[config.mk]
export PLATFORM = sky130hd
export DESIGN_NAME = ysyx_22050550_muldiv_flat
export DESIGN_NICKNAME = d
export VERILOG_FILES = /design/src/rtl/ysyx_22050550_muldiv_if.sv /design/src/rtl/ysyx_22050550_muldiv.sv /design/src/flat_wrapper.sv
export SDC_FILE = /design/constraint.sdc
export NUM_CORES = 2
export LEC_CHECK = 0
export BUFFER_PORTS_ARGS = -buffer_cell sky130_fd_sc_hd__buf_2
export CELL_PAD_IN_SITES_DETAIL_PLACEMENT = 1
export CELL_PAD_IN_SITES_GLOBAL_PLACEMENT = 1
export CORE_ASPECT_RATIO = 1.75
export CORE_MARGIN = 3
export CORE_UTILIZATION = 25
export CTS_BUF_LIST = sky130_fd_sc_hd__clkbuf_4
export DETAILED_ROUTE_END_ITERATION = 6
export PLACE_DENSITY_LB_ADDON = 0.2
export SYNTH_ARGS = -nofsm -noshare
export SYNTH_HDL_FRONTEND = slang
export SYNTH_SLANG_ARGS = --single-unit
[constraint.sdc]
create_clock -name clock -period 14 [get_ports clock]
set_input_delay 0.7 -clock clock [delete_from_list [all_inputs] [get_ports clock]]
set_output_delay 0.7 -clock clock [all_outputs]
set_load 0.03 [all_outputs]
[src/rtl/ysyx_22050550_muldiv_if.sv]
// EXU <-> multiply/divide unit signal bundle.
// The EXU drives requests through the master modport. The muldiv unit
// answers with ready, done pulses and results through the slave modport.
interface ysyx_22050550_muldiv_if;
  logic        io_Exu_Flush;

  logic        io_Exu_MulValid;
  logic        io_Exu_Mulw;
  logic [1:0]  io_Exu_MulSigned;
  logic [63:0] io_Exu_Multiplicand;
  logic [63:0] io_Exu_Multiplier;
  logic        io_Exu_MulReady;
  logic        io_Exu_MulOutValid;
  logic [63:0] io_Exu_ResultH;
  logic [63:0] io_Exu_ResultL;

  logic        io_Exu_DivValid;
  logic        io_Exu_Divw;
  logic [1:0]  io_Exu_DivSigned;
  logic [63:0] io_Exu_Divdend;
  logic [63:0] io_Exu_Divisor;
  logic        io_Exu_DivReady;
  logic        io_Exu_DivOutValid;
  logic [63:0] io_Exu_Quotient;
  logic [63:0] io_Exu_Remainder;

  modport master (
    output io_Exu_Flush,
    output io_Exu_MulValid, io_Exu_Mulw, io_Exu_MulSigned,
    output io_Exu_Multiplicand, io_Exu_Multiplier,
    input  io_Exu_MulReady, io_Exu_MulOutValid, io_Exu_ResultH, io_Exu_ResultL,
    output io_Exu_DivValid, io_Exu_Divw, io_Exu_DivSigned,
    output io_Exu_Divdend, io_Exu_Divisor,
    input  io_Exu_DivReady, io_Exu_DivOutValid, io_Exu_Quotient, io_Exu_Remainder
  );

  modport slave (
    input  io_Exu_Flush,
    input  io_Exu_MulValid, io_Exu_Mulw, io_Exu_MulSigned,
    input  io_Exu_Multiplicand, io_Exu_Multiplier,
    output io_Exu_MulReady, io_Exu_MulOutValid, io_Exu_ResultH, io_Exu_ResultL,
    input  io_Exu_DivValid, io_Exu_Divw, io_Exu_DivSigned,
    input  io_Exu_Divdend, io_Exu_Divisor,
    output io_Exu_DivReady, io_Exu_DivOutValid, io_Exu_Quotient, io_Exu_Remainder
  );
endinterface

[src/rtl/ysyx_22050550_muldiv.sv]
// Iterative 64-bit multiply / divide unit for RV64M.
// Two independent engines (shift-add multiplier, restoring divider) each
// retire one bit per cycle on operand magnitudes, then apply a sign fix-up
// in one extra cycle before presenting a one-cycle done pulse.
module ysyx_22050550_muldiv (
  input  logic                         clock,
  input  logic                         reset,
  ysyx_22050550_muldiv_if.slave        exu
);

  typedef enum logic [1:0] {
    ST_IDLE = 2'd0,
    ST_BUSY = 2'd1,
    ST_DONE = 2'd2
  } state_t;

  // Extends an operand (full 64-bit or low 32-bit word) and splits it into
  // {is_negative, magnitude}. The most negative value maps onto a magnitude
  // of 2^63 (or 2^31), which still fits in 64 unsigned bits.
  function automatic logic [64:0] cond_operand(input logic [63:0] x,
                                               input logic        w,
                                               input logic        s);
    logic [63:0] raw;
    logic        neg;
    raw = w ? {{32{s & x[31]}}, x[31:0]} : x;
    neg = w ? (s & x[31]) : (s & x[63]);
    return {neg, (neg ? (~raw + 64'd1) : raw)};
  endfunction

  // --------------------------------------------------------------------
  // Multiplier
  // --------------------------------------------------------------------
  state_t       mul_state_reg;
  logic         mul_ready_reg;
  logic         mul_out_valid_reg;
  logic [6:0]   mul_cnt_reg;
  logic         mul_w_reg;
  logic         mul_neg_reg;
  logic [127:0] mul_acc_reg;
  logic [127:0] mul_mcand_reg;
  logic [63:0]  mul_mplier_reg;
  logic [63:0]  mul_res_h_reg;
  logic [63:0]  mul_res_l_reg;

  logic         mul_accept;
  logic [64:0]  mul_a_cond;
  logic [64:0]  mul_b_cond;
  logic [127:0] mul_prod;

  // Flush has priority over a same-cycle request.
  assign mul_accept = exu.io_Exu_MulValid & mul_ready_reg & ~exu.io_Exu_Flush;
  assign mul_a_cond = cond_operand(exu.io_Exu_Multiplicand, exu.io_Exu_Mulw,
                                   exu.io_Exu_MulSigned[1]);
  assign mul_b_cond = cond_operand(exu.io_Exu_Multiplier, exu.io_Exu_Mulw,
                                   exu.io_Exu_MulSigned[0]);
  // Magnitude product with the sign restored; modulo 2^128 this is the
  // exact two's-complement product for every signedness combination.
  assign mul_prod   = mul_neg_reg ? (~mul_acc_reg + 128'd1) : mul_acc_reg;

  // Multiplier FSM: capture on accept, N shift-add steps, sign fix-up, pulse.
  always_ff @(posedge clock) begin
    if (reset) begin
      mul_state_reg     <= ST_IDLE;
      mul_ready_reg     <= 1'b1;
      mul_out_valid_reg <= 1'b0;
      mul_cnt_reg       <= '0;
      mul_w_reg         <= 1'b0;
      mul_neg_reg       <= 1'b0;
      mul_acc_reg       <= '0;
      mul_mcand_reg     <= '0;
      mul_mplier_reg    <= '0;
      mul_res_h_reg     <= '0;
      mul_res_l_reg     <= '0;
    end else if (exu.io_Exu_Flush) begin
      mul_state_reg     <= ST_IDLE;
      mul_ready_reg     <= 1'b1;
      mul_out_valid_reg <= 1'b0;
    end else begin
      case (mul_state_reg)
        ST_BUSY: begin
          if (mul_cnt_reg != 7'd0) begin
            if (mul_mplier_reg[0]) begin
              mul_acc_reg <= mul_acc_reg + mul_mcand_reg;
            end
            mul_mcand_reg  <= {mul_mcand_reg[126:0], 1'b0};
            mul_mplier_reg <= {1'b0, mul_mplier_reg[63:1]};
            mul_cnt_reg    <= mul_cnt_reg - 7'd1;
          end else begin
            if (mul_w_reg) begin
              mul_res_h_reg <= '0;
              mul_res_l_reg <= {{32{mul_prod[31]}}, mul_prod[31:0]};
            end else begin
              mul_res_h_reg <= mul_prod[127:64];
              mul_res_l_reg <= mul_prod[63:0];
            end
            mul_out_valid_reg <= 1'b1;
            mul_ready_reg     <= 1'b1;
            mul_state_reg     <= ST_DONE;
          end
        end
        default: begin
          // IDLE and DONE both accept; DONE allows a back-to-back request.
          mul_out_valid_reg <= 1'b0;
          if (mul_accept) begin
            mul_state_reg  <= ST_BUSY;
            mul_ready_reg  <= 1'b0;
            mul_cnt_reg    <= exu.io_Exu_Mulw ? 7'd32 : 7'd64;
            mul_w_reg      <= exu.io_Exu_Mulw;
            mul_neg_reg    <= mul_a_cond[64] ^ mul_b_cond[64];
            mul_acc_reg    <= '0;
            mul_mcand_reg  <= {64'd0, mul_a_cond[63:0]};
            mul_mplier_reg <= mul_b_cond[63:0];
          end else begin
            mul_state_reg  <= ST_IDLE;
          end
        end
      endcase
    end
  end

  assign exu.io_Exu_MulReady    = mul_ready_reg;
  assign exu.io_Exu_MulOutValid = mul_out_valid_reg;
  assign exu.io_Exu_ResultH     = mul_res_h_reg;
  assign exu.io_Exu_ResultL     = mul_res_l_reg;

  // --------------------------------------------------------------------
  // Divider
  // --------------------------------------------------------------------
  state_t       div_state_reg;
  logic         div_ready_reg;
  logic         div_out_valid_reg;
  logic [6:0]   div_cnt_reg;
  logic         div_w_reg;
  logic         div_q_neg_reg;
  logic         div_r_neg_reg;
  logic         div_zero_reg;
  logic [63:0]  div_dvd_reg;    // original dividend, returned on divide-by-zero
  logic [63:0]  div_quo_reg;    // dividend bits shift out the top, quotient bits in
  logic [63:0]  div_rem_reg;
  logic [63:0]  div_dsr_reg;
  logic [63:0]  div_q_out_reg;
  logic [63:0]  div_r_out_reg;

  logic         div_accept;
  logic [64:0]  div_a_cond;
  logic [64:0]  div_b_cond;
  logic [64:0]  div_shift;
  logic [65:0]  div_trial;
  logic         div_ge;
  logic [63:0]  div_q_fix;
  logic [63:0]  div_r_fix;
  logic [63:0]  div_q_sel;
  logic [63:0]  div_r_sel;

  assign div_accept = exu.io_Exu_DivValid & div_ready_reg & ~exu.io_Exu_Flush;
  // Only bit 0 of the signedness field selects signed division.
  assign div_a_cond = cond_operand(exu.io_Exu_Divdend, exu.io_Exu_Divw,
                                   exu.io_Exu_DivSigned[0]);
  assign div_b_cond = cond_operand(exu.io_Exu_Divisor, exu.io_Exu_Divw,
                                   exu.io_Exu_DivSigned[0]);

  // One restoring step: bring down the next dividend bit and try to
  // subtract. 66 bits so the borrow is unambiguous for a 65-bit partial.
  assign div_shift = {div_rem_reg, div_quo_reg[63]};
  assign div_trial = {1'b0, div_shift} - {2'b00, div_dsr_reg};
  assign div_ge    = ~div_trial[65];

  // Sign fix-up. Signed overflow (most-negative / -1) needs no special
  // case: magnitude 2^63 (2^31) negated wraps back onto the dividend.
  assign div_q_fix = div_q_neg_reg ? (~div_quo_reg + 64'd1) : div_quo_reg;
  assign div_r_fix = div_r_neg_reg ? (~div_rem_reg + 64'd1) : div_rem_reg;
  assign div_q_sel = div_zero_reg ? {64{1'b1}} : div_q_fix;
  assign div_r_sel = div_zero_reg ? div_dvd_reg : div_r_fix;

  // Divider FSM: capture on accept, N restoring steps, sign fix-up, pulse.
  always_ff @(posedge clock) begin
    if (reset) begin
      div_state_reg     <= ST_IDLE;
      div_ready_reg     <= 1'b1;
      div_out_valid_reg <= 1'b0;
      div_cnt_reg       <= '0;
      div_w_reg         <= 1'b0;
      div_q_neg_reg     <= 1'b0;
      div_r_neg_reg     <= 1'b0;
      div_zero_reg      <= 1'b0;
      div_dvd_reg       <= '0;
      div_quo_reg       <= '0;
      div_rem_reg       <= '0;
      div_dsr_reg       <= '0;
      div_q_out_reg     <= '0;
      div_r_out_reg     <= '0;
    end else if (exu.io_Exu_Flush) begin
      div_state_reg     <= ST_IDLE;
      div_ready_reg     <= 1'b1;
      div_out_valid_reg <= 1'b0;
    end else begin
      case (div_state_reg)
        ST_BUSY: begin
          if (div_cnt_reg != 7'd0) begin
            div_rem_reg <= div_ge ? div_trial[63:0] : div_shift[63:0];
            div_quo_reg <= {div_quo_reg[62:0], div_ge};
            div_cnt_reg <= div_cnt_reg - 7'd1;
          end else begin
            if (div_w_reg) begin
              div_q_out_reg <= {{32{div_q_sel[31]}}, div_q_sel[31:0]};
              div_r_out_reg <= {{32{div_r_sel[31]}}, div_r_sel[31:0]};
            end else begin
              div_q_out_reg <= div_q_sel;
              div_r_out_reg <= div_r_sel;
            end
            div_out_valid_reg <= 1'b1;
            div_ready_reg     <= 1'b1;
            div_state_reg     <= ST_DONE;
          end
        end
        default: begin
          div_out_valid_reg <= 1'b0;
          if (div_accept) begin
            div_state_reg <= ST_BUSY;
            div_ready_reg <= 1'b0;
            div_cnt_reg   <= exu.io_Exu_Divw ? 7'd32 : 7'd64;
            div_w_reg     <= exu.io_Exu_Divw;
            div_q_neg_reg <= div_a_cond[64] ^ div_b_cond[64];
            div_r_neg_reg <= div_a_cond[64];
            div_zero_reg  <= (div_b_cond[63:0] == 64'd0);
            div_dvd_reg   <= exu.io_Exu_Divdend;
            div_rem_reg   <= '0;
            div_dsr_reg   <= div_b_cond[63:0];
            // Word ops park the 32-bit magnitude at the top so the first
            // step already sees its MSB.
            div_quo_reg   <= exu.io_Exu_Divw ? {div_a_cond[31:0], 32'd0}
                                             : div_a_cond[63:0];
          end else begin
            div_state_reg <= ST_IDLE;
          end
        end
      endcase
    end
  end

  assign exu.io_Exu_DivReady    = div_ready_reg;
  assign exu.io_Exu_DivOutValid = div_out_valid_reg;
  assign exu.io_Exu_Quotient    = div_q_out_reg;
  assign exu.io_Exu_Remainder   = div_r_out_reg;

endmodule

[src/flat_wrapper.sv]
// flat-port wrapper written by rule: the top's interface ports become plain ports
module ysyx_22050550_muldiv_flat 
  (clock, reset, exu_io_Exu_Flush, exu_io_Exu_MulValid, exu_io_Exu_Mulw, exu_io_Exu_MulSigned, exu_io_Exu_Multiplicand, exu_io_Exu_Multiplier, exu_io_Exu_MulReady, exu_io_Exu_MulOutValid, exu_io_Exu_ResultH, exu_io_Exu_ResultL, exu_io_Exu_DivValid, exu_io_Exu_Divw, exu_io_Exu_DivSigned, exu_io_Exu_Divdend, exu_io_Exu_Divisor, exu_io_Exu_DivReady, exu_io_Exu_DivOutValid, exu_io_Exu_Quotient, exu_io_Exu_Remainder);
  ysyx_22050550_muldiv_if exu_i ();
  input  logic clock;
  input  logic reset;
  input wire logic [$bits(exu_i.io_Exu_Flush)-1:0] exu_io_Exu_Flush;
  input wire logic [$bits(exu_i.io_Exu_MulValid)-1:0] exu_io_Exu_MulValid;
  input wire logic [$bits(exu_i.io_Exu_Mulw)-1:0] exu_io_Exu_Mulw;
  input wire logic [$bits(exu_i.io_Exu_MulSigned)-1:0] exu_io_Exu_MulSigned;
  input wire logic [$bits(exu_i.io_Exu_Multiplicand)-1:0] exu_io_Exu_Multiplicand;
  input wire logic [$bits(exu_i.io_Exu_Multiplier)-1:0] exu_io_Exu_Multiplier;
  output wire logic [$bits(exu_i.io_Exu_MulReady)-1:0] exu_io_Exu_MulReady;
  output wire logic [$bits(exu_i.io_Exu_MulOutValid)-1:0] exu_io_Exu_MulOutValid;
  output wire logic [$bits(exu_i.io_Exu_ResultH)-1:0] exu_io_Exu_ResultH;
  output wire logic [$bits(exu_i.io_Exu_ResultL)-1:0] exu_io_Exu_ResultL;
  input wire logic [$bits(exu_i.io_Exu_DivValid)-1:0] exu_io_Exu_DivValid;
  input wire logic [$bits(exu_i.io_Exu_Divw)-1:0] exu_io_Exu_Divw;
  input wire logic [$bits(exu_i.io_Exu_DivSigned)-1:0] exu_io_Exu_DivSigned;
  input wire logic [$bits(exu_i.io_Exu_Divdend)-1:0] exu_io_Exu_Divdend;
  input wire logic [$bits(exu_i.io_Exu_Divisor)-1:0] exu_io_Exu_Divisor;
  output wire logic [$bits(exu_i.io_Exu_DivReady)-1:0] exu_io_Exu_DivReady;
  output wire logic [$bits(exu_i.io_Exu_DivOutValid)-1:0] exu_io_Exu_DivOutValid;
  output wire logic [$bits(exu_i.io_Exu_Quotient)-1:0] exu_io_Exu_Quotient;
  output wire logic [$bits(exu_i.io_Exu_Remainder)-1:0] exu_io_Exu_Remainder;
  assign exu_i.io_Exu_Flush = exu_io_Exu_Flush;
  assign exu_i.io_Exu_MulValid = exu_io_Exu_MulValid;
  assign exu_i.io_Exu_Mulw = exu_io_Exu_Mulw;
  assign exu_i.io_Exu_MulSigned = exu_io_Exu_MulSigned;
  assign exu_i.io_Exu_Multiplicand = exu_io_Exu_Multiplicand;
  assign exu_i.io_Exu_Multiplier = exu_io_Exu_Multiplier;
  assign exu_io_Exu_MulReady = exu_i.io_Exu_MulReady;
  assign exu_io_Exu_MulOutValid = exu_i.io_Exu_MulOutValid;
  assign exu_io_Exu_ResultH = exu_i.io_Exu_ResultH;
  assign exu_io_Exu_ResultL = exu_i.io_Exu_ResultL;
  assign exu_i.io_Exu_DivValid = exu_io_Exu_DivValid;
  assign exu_i.io_Exu_Divw = exu_io_Exu_Divw;
  assign exu_i.io_Exu_DivSigned = exu_io_Exu_DivSigned;
  assign exu_i.io_Exu_Divdend = exu_io_Exu_Divdend;
  assign exu_i.io_Exu_Divisor = exu_io_Exu_Divisor;
  assign exu_io_Exu_DivReady = exu_i.io_Exu_DivReady;
  assign exu_io_Exu_DivOutValid = exu_i.io_Exu_DivOutValid;
  assign exu_io_Exu_Quotient = exu_i.io_Exu_Quotient;
  assign exu_io_Exu_Remainder = exu_i.io_Exu_Remainder;
  ysyx_22050550_muldiv u_core (.clock(clock), .reset(reset), .exu(exu_i));
endmodule
==> run metrics <==
arrival time worst endpoint 7400 ps; Core Area 223,200 sq um; Final Setup Violations 0; synth cell count leaders nand2_1 (1,026), nor2_1 (910), dfxtp_1 (860), a21oi_1 (852), o21ai_0 (650); Clock transition at path regs 70 ps; Max Cap Viol 0; Synth top area share 30.59%; Post-synth EDFFs 0; post-route cell area 66,940 sq um; final core utilization 29.99%; detail-routed via count per cell 5.277; Yosys top cell by area dfxtp_1; Yosys reg bits 860; max-slew violations 0; # H-tree levels 4; Worst Hold Path Cells 4; Hold Path Class input pin to register; total power 6.128 mW; count of input and output buffers 525; Pwr Density 91.54 nW/um^2; hold path startpoint exu_io_Exu_Divisor[8]; post-cts repair resize count 0; initial antenna violation count 61; first-pass GRT wire length 400,700 um; Post-DP Area 61,310 sq um; standard-cell rows 229; detailed-route via count 60,352; Hold Path Sink u_core.div_dsr_reg[8]; Slew @ Worst Pin 1273 ps; Post-CTS Setup Inserts 0; DP HPWL 209,500 um; Static Leakage 26.72 nW; RePlAce Congestion 0.9233; final worst path period share 44.98%; Post-CTS Hold Buffers 271; final-report hold violation count 0; die area 231,100 sq um; starting density of the core 25.21%; sum of negative setup slack 0 ps; Total GRT Usage 22.64%; area delta synth->final 18.94%; clk sinks 860; WL/cell 23.70 um; maximum vdd drop 0.05013 mV; # nets final 8,828; total grt overflow 0; post-synthesis cell count 7,769; Mapped Area 56,280 sq um; ys async rst share 0%; largest buffer count on any clock path 4; Tmin final 6297 ps; run status complete, no violations; crit path kind register to register; worst setup margin 7703 ps; crit path capture type register; vias in the first global route 63,612; Setup Skew 129.1 ps; Reg area 17,230 sq um; post-route ant nets 0; worst endpoint required time 15,100 ps; Die Width 364.7 um; Syn Area/Cell 7.244 sq um; Num CTS Buffers 240; register-to-register path setup slack 7700 ps; residual DRC count 0; FF-to-FF Start u_core.mul_acc_reg[0]; DP Worst Slack 7883 ps; multi-input logic area 36,490 sq um; ys flop type dfxtp_1; drt initial violations 2,801; Synth area leaders dfxtp_1 (31%), a21oi_1 (7.6%), nand2_1 (6.8%); RR Endpoint u_core.mul_acc_reg[122]; Synth cell types 85; Net Count, Synth 8,241; Max FO, Critical Path 5; die span in y 633.6 um; final WL 271,000 um; CTS tree done; RSZ-0062 raised after global routing false; Fmax 158.8 MHz; Top-Level Pins 527; Clk Latency, worst-skew pair 1270 ps; crit start category register; top-count cell post-synth nand2_1; DRT Pass-1 Iters 5; share of post-route cells with drive strength above 1 12.44%; depth of the worst register-to-register path 17; largest net degree at the start of global routing 90; sequential-to-total area share from yosys stat 30.59%; # fillers 27,544; root buf cell clkbuf_4; slew margin rel. 14.86%; yosys warns 0
stage by stage:
stage	instances	hold WS (ps)
3_3_place_gp	10730	437.9
2_1_floorplan	7769	431.9
4_1_cts	11405	0.7719
3_5_place_dp	10730	446.6
5_1_grt	11418	52.75
6_report	11436	175.9
area by class of cell:
cell class | count | area share, %
antenna | 31 | 0.1159
clock buffer | 337 | 3.780
clock inverter | 67 | 0.4617
inverter | 172 | 0.9645
multi-input combinational | 6194 | 54.52
sequential | 860 | 25.74
tap | 2887 | 5.396
timing repair buffer | 888 | 9.028
report_power, final:
part           internal, mW  switching, mW
Combinational         0.398          0.784
Sequential             2.53         0.0883
Clock                  1.12           1.21
Total                  4.05           2.08
per-layer routing:
layer | vias to the layer above | wire, um | GRT usage, %
met1 | 29316 | 99100 | 22.87
met5 | - | 216 | 0
met2 | 1394 | 140900 | 42.85
met3 | 643 | 12710 | 4.048
met4 | 34 | 18070 | 13.42
li1 | 28965 | - | -
cell usage in the layout (no fill, tap or decap), types with 31 or more instances in the layout:
master,count
nand4_1,104
xnor2_1,293
a311oi_1,42
clkinv_1,47
a21oi_1,851
diode_2,31
a21o_1,127
xor2_1,364
o211ai_1,59
ha_1,203
o21ai_0,649
nor4_1,79
nand2_1,1023
a211oi_1,207
buf_4,93
nor2_1,904
nand2b_1,46
or4_1,50
a22oi_1,73
dfxtp_1,855
o41ai_1,55
a31oi_1,50
dlygate4sd3_1,271
o21bai_1,61
a22o_1,31
buf_2,523
clkbuf_4,337
o31ai_1,127
or3_1,90
inv_1,171
nand3_1,141
nor3_1,189
logic make-up (layout without fill, tap and decap cells):
logic type	after synthesis	count (layout)	share of synthesized area [%]
buffers and inverters	715	1464	4.793
AND/OR/NAND/NOR	2789	2789	21.97
XOR/XNOR	657	657	10.23
flip-flops	860	860	30.59
multiplexers	17	17	0.3090
AO/OA/AOI/OAI	2526	2526	27.52
other	0	31	0
adder cells (fa/ha/maj)	205	205	4.584
worst max-delay path by stage:
stage / startpoint / endpoint
2_1_floorplan: u_core.mul_acc_reg[12] / u_core.exu.io_Exu_ResultH[59]
3_3_place_gp: u_core.mul_mcand_reg[0] / u_core.mul_acc_reg[122]
3_5_place_dp: u_core.mul_mcand_reg[0] / u_core.mul_acc_reg[122]
4_1_cts: u_core.mul_mcand_reg[0] / u_core.mul_acc_reg[122]
5_1_grt: u_core.mul_acc_reg[0] / u_core.mul_acc_reg[122]
6_report: u_core.mul_acc_reg[0] / u_core.mul_acc_reg[122]
worst max-delay path, stage by stage, from the launching register on:
cell	delay (ps)
dfxtp_1	410
ha_1	230
inv_1	70
fa_1	420
nor2b_1	190
o31ai_1	160
a21o_1	240
nor3_1	330
o2111ai_1	330
a211oi_1	910
o21ai_0	530
o21ai_0	470
a21oi_1	310
o31ai_1	570
a31o_2	260
a21oi_1	150
or4_1	450
nand3_1	100
Note: power is estimated with default switching activity, not from simulation.
